### config.mk
export PLATFORM = sky130hd
export DESIGN_NAME = psram_wr_burst_sched_flat
export DESIGN_NICKNAME = d
export VERILOG_FILES = /design/src/rtl/psram_wr_burst_sched_if.sv /design/src/rtl/psram_wr_burst_sched.sv /design/src/flat_wrapper.sv
export SDC_FILE = /design/constraint.sdc
export NUM_CORES = 1
export LEC_CHECK = 0
export ABC_AREA = 1
export ABC_CLOCK_PERIOD_IN_PS = 3800
export BUFFER_PORTS_ARGS = -buffer_cell sky130_fd_sc_hd__buf_2
export CAP_MARGIN = 25
export CORE_UTILIZATION = 30
export CTS_CLUSTER_SIZE = 24
export DETAILED_ROUTE_END_ITERATION = 8
export PLACE_DENSITY = 0.46
export REMOVE_ABC_BUFFERS = 1
export SLEW_MARGIN = 40
export SYNTH_ARGS = -nofsm -noshare
export SYNTH_HDL_FRONTEND = slang
export SYNTH_SLANG_ARGS = --single-unit
### constraint.sdc
create_clock -name rclk -period 3.8 [get_ports rclk]
set_clock_uncertainty 0.15 [all_clocks]
set_input_delay 0.76 -clock rclk [delete_from_list [all_inputs] [get_ports rclk]]
set_output_delay 0.76 -clock rclk [all_outputs]
set_load 0.02 [all_outputs]
### src/rtl/psram_wr_burst_sched_if.sv
`default_nettype none
// ============================================================================
// Module   : psram_wr_burst_sched_if
// Purpose  : FIFO read port and pSRAM command/data port of the burst scheduler.
// Revision : 1.0 - initial release
// ============================================================================
interface psram_wr_burst_sched_if #(
  parameter int ADDR_W = 23
);
  logic              fifo_prog_empty;
  logic              fifo_rempty;
  logic              fifo_ren;
  logic [15:0]       fifo_rdata;
  logic              psram_req;
  logic [ADDR_W-1:0] psram_addr;
  logic              psram_ack;
  logic [15:0]       psram_wdata;
  logic              psram_wvalid;
  logic              psram_wready;

  modport master (
    input  fifo_prog_empty, fifo_rempty, fifo_rdata, psram_ack, psram_wready,
    output fifo_ren, psram_req, psram_addr, psram_wdata, psram_wvalid
  );

  modport slave (
    output fifo_prog_empty, fifo_rempty, fifo_rdata, psram_ack, psram_wready,
    input  fifo_ren, psram_req, psram_addr, psram_wdata, psram_wvalid
  );
endinterface
`default_nettype wire

### src/rtl/psram_wr_burst_sched.sv
`default_nettype none
// ============================================================================
// Module   : psram_wr_burst_sched
// Purpose  : Schedules pSRAM write bursts from the video FIFO, tracks the frame
//            position; define PSRAM_PINGPONG_EN for two alternating buffers.
// Revision : 1.0 - initial release
// ============================================================================
module psram_wr_burst_sched #(
  parameter int BURST_LEN   = 32,
  parameter int ADDR_W      = 23,
  parameter int FRAME_WORDS = 518400,
  parameter int BASE0       = 0,
  parameter int BASE1       = 524288
) (
  input  wire logic               rclk,
  input  wire logic               reset_n,
  input  wire logic               enable,
  input  wire logic               frame_start,
  psram_wr_burst_sched_if.master  bus,
  output logic                    buf_sel,
  output logic                    frame_done,
  output logic                    underrun,
  output logic                    frame_err
);

  localparam int CNT_W = $clog2(FRAME_WORDS + 1);
  localparam int RD_W  = $clog2(BURST_LEN) + 1;

  localparam logic [2:0] S_IDLE  = 3'd0;
  localparam logic [2:0] S_WAIT  = 3'd1;
  localparam logic [2:0] S_REQ   = 3'd2;
  localparam logic [2:0] S_BURST = 3'd3;
  localparam logic [2:0] S_DONE  = 3'd4;

  logic [2:0]        state_q, state_d;
  logic [CNT_W-1:0]  word_cnt_q, word_cnt_d;
  logic [CNT_W-1:0]  w_next_cnt;
  logic [RD_W-1:0]   rd_left_q, rd_left_d;
  logic              buf_sel_q, buf_sel_d;
  logic              resync_pend_q, resync_pend_d;
  logic              underrun_q, underrun_d;
  logic              frame_err_q, frame_err_d;
  logic              frame_done_q, frame_done_d;
  logic              psram_req_q, psram_req_d;
  logic [ADDR_W-1:0] psram_addr_q, psram_addr_d;
  logic [ADDR_W-1:0] w_base;

  logic [15:0]       skid_q [2];
  logic [15:0]       skid_d [2];
  logic              wr_ptr_q, wr_ptr_d;
  logic              rd_ptr_q, rd_ptr_d;
  logic [1:0]        occ_q, occ_d;
  logic              inflight_q, inflight_d;

  logic              w_ren;
  logic              w_wvalid;
  logic [15:0]       w_wdata;
  logic              w_pop;
  logic              w_pop_buf;
  logic              w_push;

  // An empty skid buffer passes the FIFO word straight through, so a word
  // read in one cycle can be presented to the controller in the next.
  assign w_wvalid  = (occ_q != 2'd0) || inflight_q;
  assign w_wdata   = (occ_q != 2'd0) ? skid_q[rd_ptr_q] :
                     (inflight_q ? bus.fifo_rdata : 16'h0000);
  assign w_pop     = w_wvalid && bus.psram_wready;
  assign w_pop_buf = w_pop && (occ_q != 2'd0);
  assign w_push    = inflight_q && !(w_pop && (occ_q == 2'd0));
  assign w_ren     = (state_q == S_BURST) && (rd_left_q != '0) && !bus.fifo_rempty &&
                     (({1'b0, occ_q} + {2'b00, inflight_q}) < 3'd2);

  assign w_base     = buf_sel_q ? ADDR_W'(BASE1) : ADDR_W'(BASE0);
  assign w_next_cnt = word_cnt_q + CNT_W'(BURST_LEN);

  always_comb begin
    state_d       = state_q;
    word_cnt_d    = word_cnt_q;
    rd_left_d     = rd_left_q;
    buf_sel_d     = buf_sel_q;
    resync_pend_d = resync_pend_q | frame_start;
    underrun_d    = underrun_q;
    frame_err_d   = frame_err_q;
    frame_done_d  = 1'b0;
    psram_req_d   = psram_req_q;
    psram_addr_d  = psram_addr_q;

    case (state_q)
      S_IDLE: state_d = S_WAIT;

      S_WAIT: begin
        if (resync_pend_d) begin
          resync_pend_d = 1'b0;
          if (word_cnt_q != '0) begin
            word_cnt_d  = '0;
            frame_err_d = 1'b1;
          end else begin
            underrun_d  = 1'b0;
            frame_err_d = 1'b0;
          end
        end
        if (enable && !bus.fifo_prog_empty) begin
          state_d      = S_REQ;
          psram_req_d  = 1'b1;
          psram_addr_d = w_base + ADDR_W'(word_cnt_d);
        end
      end

      S_REQ: begin
        if (bus.psram_ack) begin
          psram_req_d = 1'b0;
          rd_left_d   = RD_W'(BURST_LEN);
          state_d     = S_BURST;
        end
      end

      S_BURST: begin
        if (w_ren) begin
          rd_left_d = rd_left_q - RD_W'(1);
        end
        if ((rd_left_q != '0) && bus.fifo_rempty) begin
          underrun_d = 1'b1;
        end
        if ((rd_left_q == '0) && (occ_q == 2'd0) && !inflight_q) begin
          state_d = S_DONE;
        end
      end

      S_DONE: begin
        // Frame completion takes precedence over a pending resync.
        if (w_next_cnt == CNT_W'(FRAME_WORDS)) begin
          word_cnt_d    = '0;
          frame_done_d  = 1'b1;
          resync_pend_d = 1'b0;
`ifdef PSRAM_PINGPONG_EN
          buf_sel_d     = ~buf_sel_q;
`else
          buf_sel_d     = 1'b0;
`endif
        end else if (resync_pend_d) begin
          word_cnt_d    = '0;
          frame_err_d   = 1'b1;
          resync_pend_d = 1'b0;
        end else begin
          word_cnt_d    = w_next_cnt;
        end
        state_d = S_WAIT;
      end

      default: state_d = S_IDLE;
    endcase
  end

  always_comb begin
    skid_d[0]  = skid_q[0];
    skid_d[1]  = skid_q[1];
    wr_ptr_d   = wr_ptr_q;
    rd_ptr_d   = rd_ptr_q;
    inflight_d = w_ren;
    if (w_push) begin
      skid_d[wr_ptr_q] = bus.fifo_rdata;
      wr_ptr_d         = ~wr_ptr_q;
    end
    if (w_pop_buf) begin
      rd_ptr_d = ~rd_ptr_q;
    end
    occ_d = occ_q + {1'b0, w_push} - {1'b0, w_pop_buf};
  end

  always_ff @(posedge rclk or negedge reset_n) begin
    if (!reset_n) begin
      state_q       <= S_IDLE;
      word_cnt_q    <= '0;
      rd_left_q     <= '0;
      buf_sel_q     <= 1'b0;
      resync_pend_q <= 1'b0;
      underrun_q    <= 1'b0;
      frame_err_q   <= 1'b0;
      frame_done_q  <= 1'b0;
      psram_req_q   <= 1'b0;
      psram_addr_q  <= '0;
      skid_q[0]     <= 16'h0000;
      skid_q[1]     <= 16'h0000;
      wr_ptr_q      <= 1'b0;
      rd_ptr_q      <= 1'b0;
      occ_q         <= 2'd0;
      inflight_q    <= 1'b0;
    end else begin
      state_q       <= state_d;
      word_cnt_q    <= word_cnt_d;
      rd_left_q     <= rd_left_d;
      buf_sel_q     <= buf_sel_d;
      resync_pend_q <= resync_pend_d;
      underrun_q    <= underrun_d;
      frame_err_q   <= frame_err_d;
      frame_done_q  <= frame_done_d;
      psram_req_q   <= psram_req_d;
      psram_addr_q  <= psram_addr_d;
      skid_q[0]     <= skid_d[0];
      skid_q[1]     <= skid_d[1];
      wr_ptr_q      <= wr_ptr_d;
      rd_ptr_q      <= rd_ptr_d;
      occ_q         <= occ_d;
      inflight_q    <= inflight_d;
    end
  end

  assign bus.fifo_ren     = w_ren;
  assign bus.psram_req    = psram_req_q;
  assign bus.psram_addr   = psram_addr_q;
  assign bus.psram_wdata  = w_wdata;
  assign bus.psram_wvalid = w_wvalid;
  assign buf_sel          = buf_sel_q;
  assign frame_done       = frame_done_q;
  assign underrun         = underrun_q;
  assign frame_err        = frame_err_q;

endmodule
`default_nettype wire

### src/flat_wrapper.sv
// flat-port wrapper written by rule: the top's interface ports become plain ports
module psram_wr_burst_sched_flat 
#(
  parameter int BURST_LEN   = 32,
  parameter int ADDR_W      = 23,
  parameter int FRAME_WORDS = 518400,
  parameter int BASE0       = 0,
  parameter int BASE1       = 524288
)
  (rclk, reset_n, enable, frame_start, buf_sel, frame_done, underrun, frame_err, bus_fifo_prog_empty, bus_fifo_rempty, bus_fifo_rdata, bus_psram_ack, bus_psram_wready, bus_fifo_ren, bus_psram_req, bus_psram_addr, bus_psram_wdata, bus_psram_wvalid);
  psram_wr_burst_sched_if #(.ADDR_W(ADDR_W)) bus_i ();
  input  wire logic rclk;
  input  wire logic reset_n;
  input  wire logic enable;
  input  wire logic frame_start;
  output logic buf_sel;
  output logic frame_done;
  output logic underrun;
  output logic frame_err;
  input wire logic [$bits(bus_i.fifo_prog_empty)-1:0] bus_fifo_prog_empty;
  input wire logic [$bits(bus_i.fifo_rempty)-1:0] bus_fifo_rempty;
  input wire logic [$bits(bus_i.fifo_rdata)-1:0] bus_fifo_rdata;
  input wire logic [$bits(bus_i.psram_ack)-1:0] bus_psram_ack;
  input wire logic [$bits(bus_i.psram_wready)-1:0] bus_psram_wready;
  output wire logic [$bits(bus_i.fifo_ren)-1:0] bus_fifo_ren;
  output wire logic [$bits(bus_i.psram_req)-1:0] bus_psram_req;
  output wire logic [$bits(bus_i.psram_addr)-1:0] bus_psram_addr;
  output wire logic [$bits(bus_i.psram_wdata)-1:0] bus_psram_wdata;
  output wire logic [$bits(bus_i.psram_wvalid)-1:0] bus_psram_wvalid;
  assign bus_i.fifo_prog_empty = bus_fifo_prog_empty;
  assign bus_i.fifo_rempty = bus_fifo_rempty;
  assign bus_i.fifo_rdata = bus_fifo_rdata;
  assign bus_i.psram_ack = bus_psram_ack;
  assign bus_i.psram_wready = bus_psram_wready;
  assign bus_fifo_ren = bus_i.fifo_ren;
  assign bus_psram_req = bus_i.psram_req;
  assign bus_psram_addr = bus_i.psram_addr;
  assign bus_psram_wdata = bus_i.psram_wdata;
  assign bus_psram_wvalid = bus_i.psram_wvalid;
  psram_wr_burst_sched #(.BURST_LEN(BURST_LEN), .ADDR_W(ADDR_W), .FRAME_WORDS(FRAME_WORDS), .BASE0(BASE0), .BASE1(BASE1)) u_core (.rclk(rclk), .reset_n(reset_n), .enable(enable), .frame_start(frame_start), .bus(bus_i), .buf_sel(buf_sel), .frame_done(frame_done), .underrun(underrun), .frame_err(frame_err));
endmodule
### Word-level counts from Yosys, hierarchy flattened

Cells that the tools add are included.

* bits in registers: 89
* bits of input ports: 24
* output and inout bits: 46
* word-level logic and storage cells: 114

* add/sub/neg operators: 5
* magnitude comparators: 4
* equality and inequality tests: 14
* multiplexer cells: 36
* bitwise operators: 5
* reduce and logical (&&, ||, !) cells: 35

Operator list (count)
* 2-to-1 mux 16 bit: 6
* 2-to-1 mux 19 bit: 5
* case mux 19 bit (2 select lines): 1
* bitwise mux 32 bit: 1
* adder 19 x 6 -> 19 bit, second input constant: 1
* equality test 19 bit, second input constant: 1
* nonzero test 19 bit: 1
* demux 16 bit (select 1 bit): 1
* logical AND 1 bit: 12
* 2-to-1 mux 1 bit: 12
* 2-to-1 mux 6 bit: 2
* case mux 3 bit (4 select lines): 1
* case mux 6 bit (2 select lines): 1
* != test 2 bit, second input constant: 5
* nonzero test 2 bit: 5
* 2-to-1 mux 3 bit: 3
* AND reduction 3 bit: 3
* != test 2 x 1 -> 1 bit, second input constant: 4
* AND reduction 4 bit: 2
* equality test 3 x 2 -> 1 bit, second input constant: 2
* logical NOT 6 bit: 1
* case mux 1 bit (2 select lines): 3
* nonzero test 6 bit: 1
* subtractor 6 x 1 -> 6 bit, second input constant: 1
* 17 further kinds: 24

### Longest topological paths before layout

* word-level depth: 8
* depth in mapped cells: 13
* gate-level depth less buffers: 13

### Worst setup path before layout

Ideal clock, no wire load.

* kind: register to output
* from: register u_core.occ_q[1]
* to: output bus_psram_wdata[10]
* arrival time: 1419 ps
* data required time: 2890 ps
* setup slack: 1471 ps
* stages on the path, launching flop included: 5
* path buffers: 1
* cell sequence: dfrtp_1 nor2_1 nand2_1 clkbuf_1 o22ai_1

* longest elaborated chain between the ends: 2

Ends and longest elaborated chain
* from (decl): RTL line psram_wr_burst_sched.sv:52 `logic [1:0] occ_q, occ_d;`
* from (signal assigned): RTL line psram_wr_burst_sched.sv:186 `occ_q <= 2'd0;`
* from (signal assigned): RTL line psram_wr_burst_sched.sv:203 `occ_q <= occ_d;`
* nonzero test 2 bit: RTL line psram_wr_burst_sched.sv:65 `assign w_wdata = (occ_q != 2'd0) ? skid_q[rd_ptr_q] :`
* 2-to-1 mux 16 bit: RTL line psram_wr_burst_sched.sv:65
* to (decl): RTL line flat_wrapper.sv:28 `output wire logic [$bits(bus_i.psram_wdata)-1:0] bus_psram_wdata;`

Every way passes these cells.

### Final worst setup path

Same ends and word-level chain as after synthesis.

==> results by group <==
Clock network
  – Clock Sinks: 89
  – Clock root buffer: clkbuf_16
  – Post-CTS setup buffers: 0
  – Clock H-tree levels: 3
  – CTS tree: yes
  – Clock transition at path regs: 0.07 ns
  – Clk Latency, worst-skew pair: 0.35 ns
  – Cts repair resizes: 0
  – Clock Path Buffers: 2
  – Hold buffer count at CTS: 0
  – Cts bufs inserted: 9

Critical path
  – Launch point of the worst path: u_core.occ_q[1]
  – Levels on crit path: 4
  – Critical path's top delay family: simple AND/OR/NAND/NOR gates
  – Slowest stage delay, CP: 0.49 ns
  – CP Cell Sequence: nor2_1 -> nand2_1 -> o22ai_1 -> buf_2
  – Req. time, crit path: between 2 and 3 ns
  – FF-to-FF Start: u_core.state_q[2]
  – Kind of critical path: reg -> out
  – R2r endpoint: u_core.word_cnt_q[7]
  – CP Data Arrival Time: 2.19 ns
  – R2R setup slack: between 1 and 1.5 ns
  – CP startpoint kind: flip-flop
  – Buffers and inverters on the worst path: 1
  – Endpoint type of the worst setup path: primary output
  – Crit path max-delay cell type: nand2_1
  – Worst Reg-to-Reg Cells: 8
  – Maximum fanout along the worst path: 16

Detailed routing
  – Vias/cell: ~5
  – Drt total wl: 12200 um
  – First DRT Iteration DRCs: 309
  – DRC violation count after routing: 2
  – Via count: 4081
  – First drt pass iteration count: 9
  – Avg WL per Cell: 14.7 um
  – ANT nets after route: 0

Min path
  – Tightest Hold Check Type: in -> async

Finish
  – Share of layout cells above drive strength 1: 18.9%
  – Final cell count without fillers: 833
  – P&R area growth vs syn: 16.9%
  – Inserted Diodes: 0
  – Final nets: 669
  – Filler instances: 1609

Placement
  – Dpl cells: 817
  – Placer congestion estimate: roughly 0.87
  – Dpl hpwl: 8160 um
  – IO buf count: 64

Synth
  – Top-count cell post-synth: nand2_1
  – Syn Area/Cell: roughly 7.9 um2
  – #FFs+latches synth: roughly 90
  – Ys async rst share: 100%
  – Mapped cell area: 0.00463 mm2
  – Sequential area share after synthesis: between 40% and 50%
  – Count of cell types in the netlist: 39
  – Synth area leader: dfrtp_1
  – Yosys warnings: 0
  – EDFF count, synth: 0
  – Top-area cell type share of the netlist area: 48.1%
  – Synthesized instance count: between 500 and 600
  – Prevailing post-synth register cell: dfrtp_1
  – Top post-synthesis cells by count: nand2_1 (124), dfrtp_1 (89), nor2_1 (69)
  – Synth area leaders: dfrtp_1 (48%), nand2_1 (10%), o21ai_0 (6.4%)

Timing
  – Worst Tran Pin Value: 0.696 ns
  – Setup TNS: 0 ns
  – Fmax: 0.323 GHz
  – Fin crit share: 81.6%
  – Relative slew slack: 53.5%
  – Final setup violating endpoints: 0
  – Count of pins over their slew limit: 0
  – Final Critical Period: roughly 3.1 ns
  – Fin. Hold Viols: 0
  – RSZ-0062 raised after global routing: no

Global routing
  – Grt ovf: 0
  – Initial antenna violation count: 0
  – Number of global-route vias before repair: 3999
  – Largest net degree at the start of global routing: 60
  – First-pass GRT wire length: 20400 um
  – Total Routing Usage GR: 16.4%

Floorplan
  – Die Y: 126 um
  – Die span in x: 126 um
  – Core box area: 0.0151 mm2
  – Die area: 0.0159 mm2
  – Number of I/O pins: 70
  – Row count: between 40 and 50
  – Initial Utilization: 30.6%

Power
  – Total Power: roughly 4600 uW
  – Leakage: around 0.0027 uW
  – Peak VDD IR: roughly 0.24 mV
  – PD cells: 850 mW/mm2

Run status
  – Status: finished, violations left
  – Violated checks: design-rule violations

Job
  – Max cap viols: 0
[registers in the layout, summed over array words and instances, names as in the netlist]
name / cells
u_core.skid_q: 32
u_core.state_q: 3
u_core.bus.psram_req: 1
u_core.frame_done: 1
u_core.rd_ptr_q: 1
u_core.inflight_q: 1
u_core.resync_pend_q: 1
u_core.wr_ptr_q: 1
u_core.occ_q: 2
u_core.bus.psram_addr: 19
u_core.frame_err: 1
u_core.rd_left_q: 6
u_core.underrun: 1
u_core.word_cnt_q: 19
[final cells by class]
class / count / area [um2] / area share [%]
clock buffer: 11 / 253 / 4.67
tap: 188 / 235 / 4.35
timing repair buffer: 70 / 372 / 6.87
multi-input combinational: 401 / 2020 / 37.4
clock inverter: 5 / 37.5 / 0.694
inverter: 69 / 262 / 4.83
sequential: 89 / 2230 / 41.2
[how the worst max path moves through the flow]
stage	to	slack [ns]
6_report	bus_psram_wdata[10]	0.70
2_1_floorplan	u_core.word_cnt_q[10]	1.28
5_1_grt	bus_psram_wdata[10]	0.51
4_1_cts	bus_psram_wdata[10]	0.70
3_5_place_dp	bus_psram_wdata[10]	1.09
3_3_place_gp	bus_psram_wdata[10]	1.12
[stage by stage]
| stage | area, um2 | setup slack [ns] | hold WS (ns) | utilization [%] |
|---|---|---|---|---|
| 2_1_floorplan | 4510 | 1.28 | 0.298 | - |
| 3_3_place_gp | 5110 | 1.12 | 0.303 | 33.8 |
| 3_5_place_dp | 5110 | 1.09 | 0.318 | 33.8 |
| 4_1_cts | 5410 | 0.704 | 0.335 | 35.7 |
| 5_1_grt | 5410 | 0.514 | 0.284 | 35.7 |
| 6_report | 5410 | 0.699 | 0.227 | 35.7 |
[routing by layer]
layer,wire length [um],global-route usage (%)
met1,5790,21.4
met2,5850,26.9
met3,390,2.63
met4,193,6.66
met5,0,0
[worst reg2reg max path, delay by kind of cell, from the launching register on]
| family | cells | cell delay (ns) |
|---|---|---|
| simple gates | 2 | 0.55 |
| flops | 1 | 0.46 |
| compound gates | 2 | 0.32 |
| buf+inv | 4 | 0.81 |
[cells by family (layout without fill, tap and decap cells)]
| logic type | count (synthesis) | in the layout | synth area share [%] |
|---|---|---|---|
| AND/OR/NAND/NOR | 262 | 262 | 25.6 |
| adder cells (fa/ha/maj) | 5 | 5 | 1.35 |
| flip-flops | 89 | 89 | 48.1 |
| other | 1 | 5 | 0.0810 |
| buffers and inverters | 98 | 155 | 8.54 |
| XOR/XNOR | 5 | 5 | 0.946 |
| AO/OA/AOI/OAI | 124 | 124 | 15.4 |
[placed cells by master, fill, tap and decap left out, types with 11 or more instances in the layout]
cell type  instances
o21ai_0           59
inv_1             59
o22ai_1           16
nand2_1          123
nor2_1            69
nand4_1           11
buf_2             63
nand3_1           26
a21oi_1           15
o31ai_1           15
dfrtp_1           89
[where the power goes]
part	internal [uW]	total (uW)	switching [uW]
clock	482	876	394
combinational	688	2100	1410
sequential	1330	1620	297
Note: power is estimated with default switching activity, not from simulation.
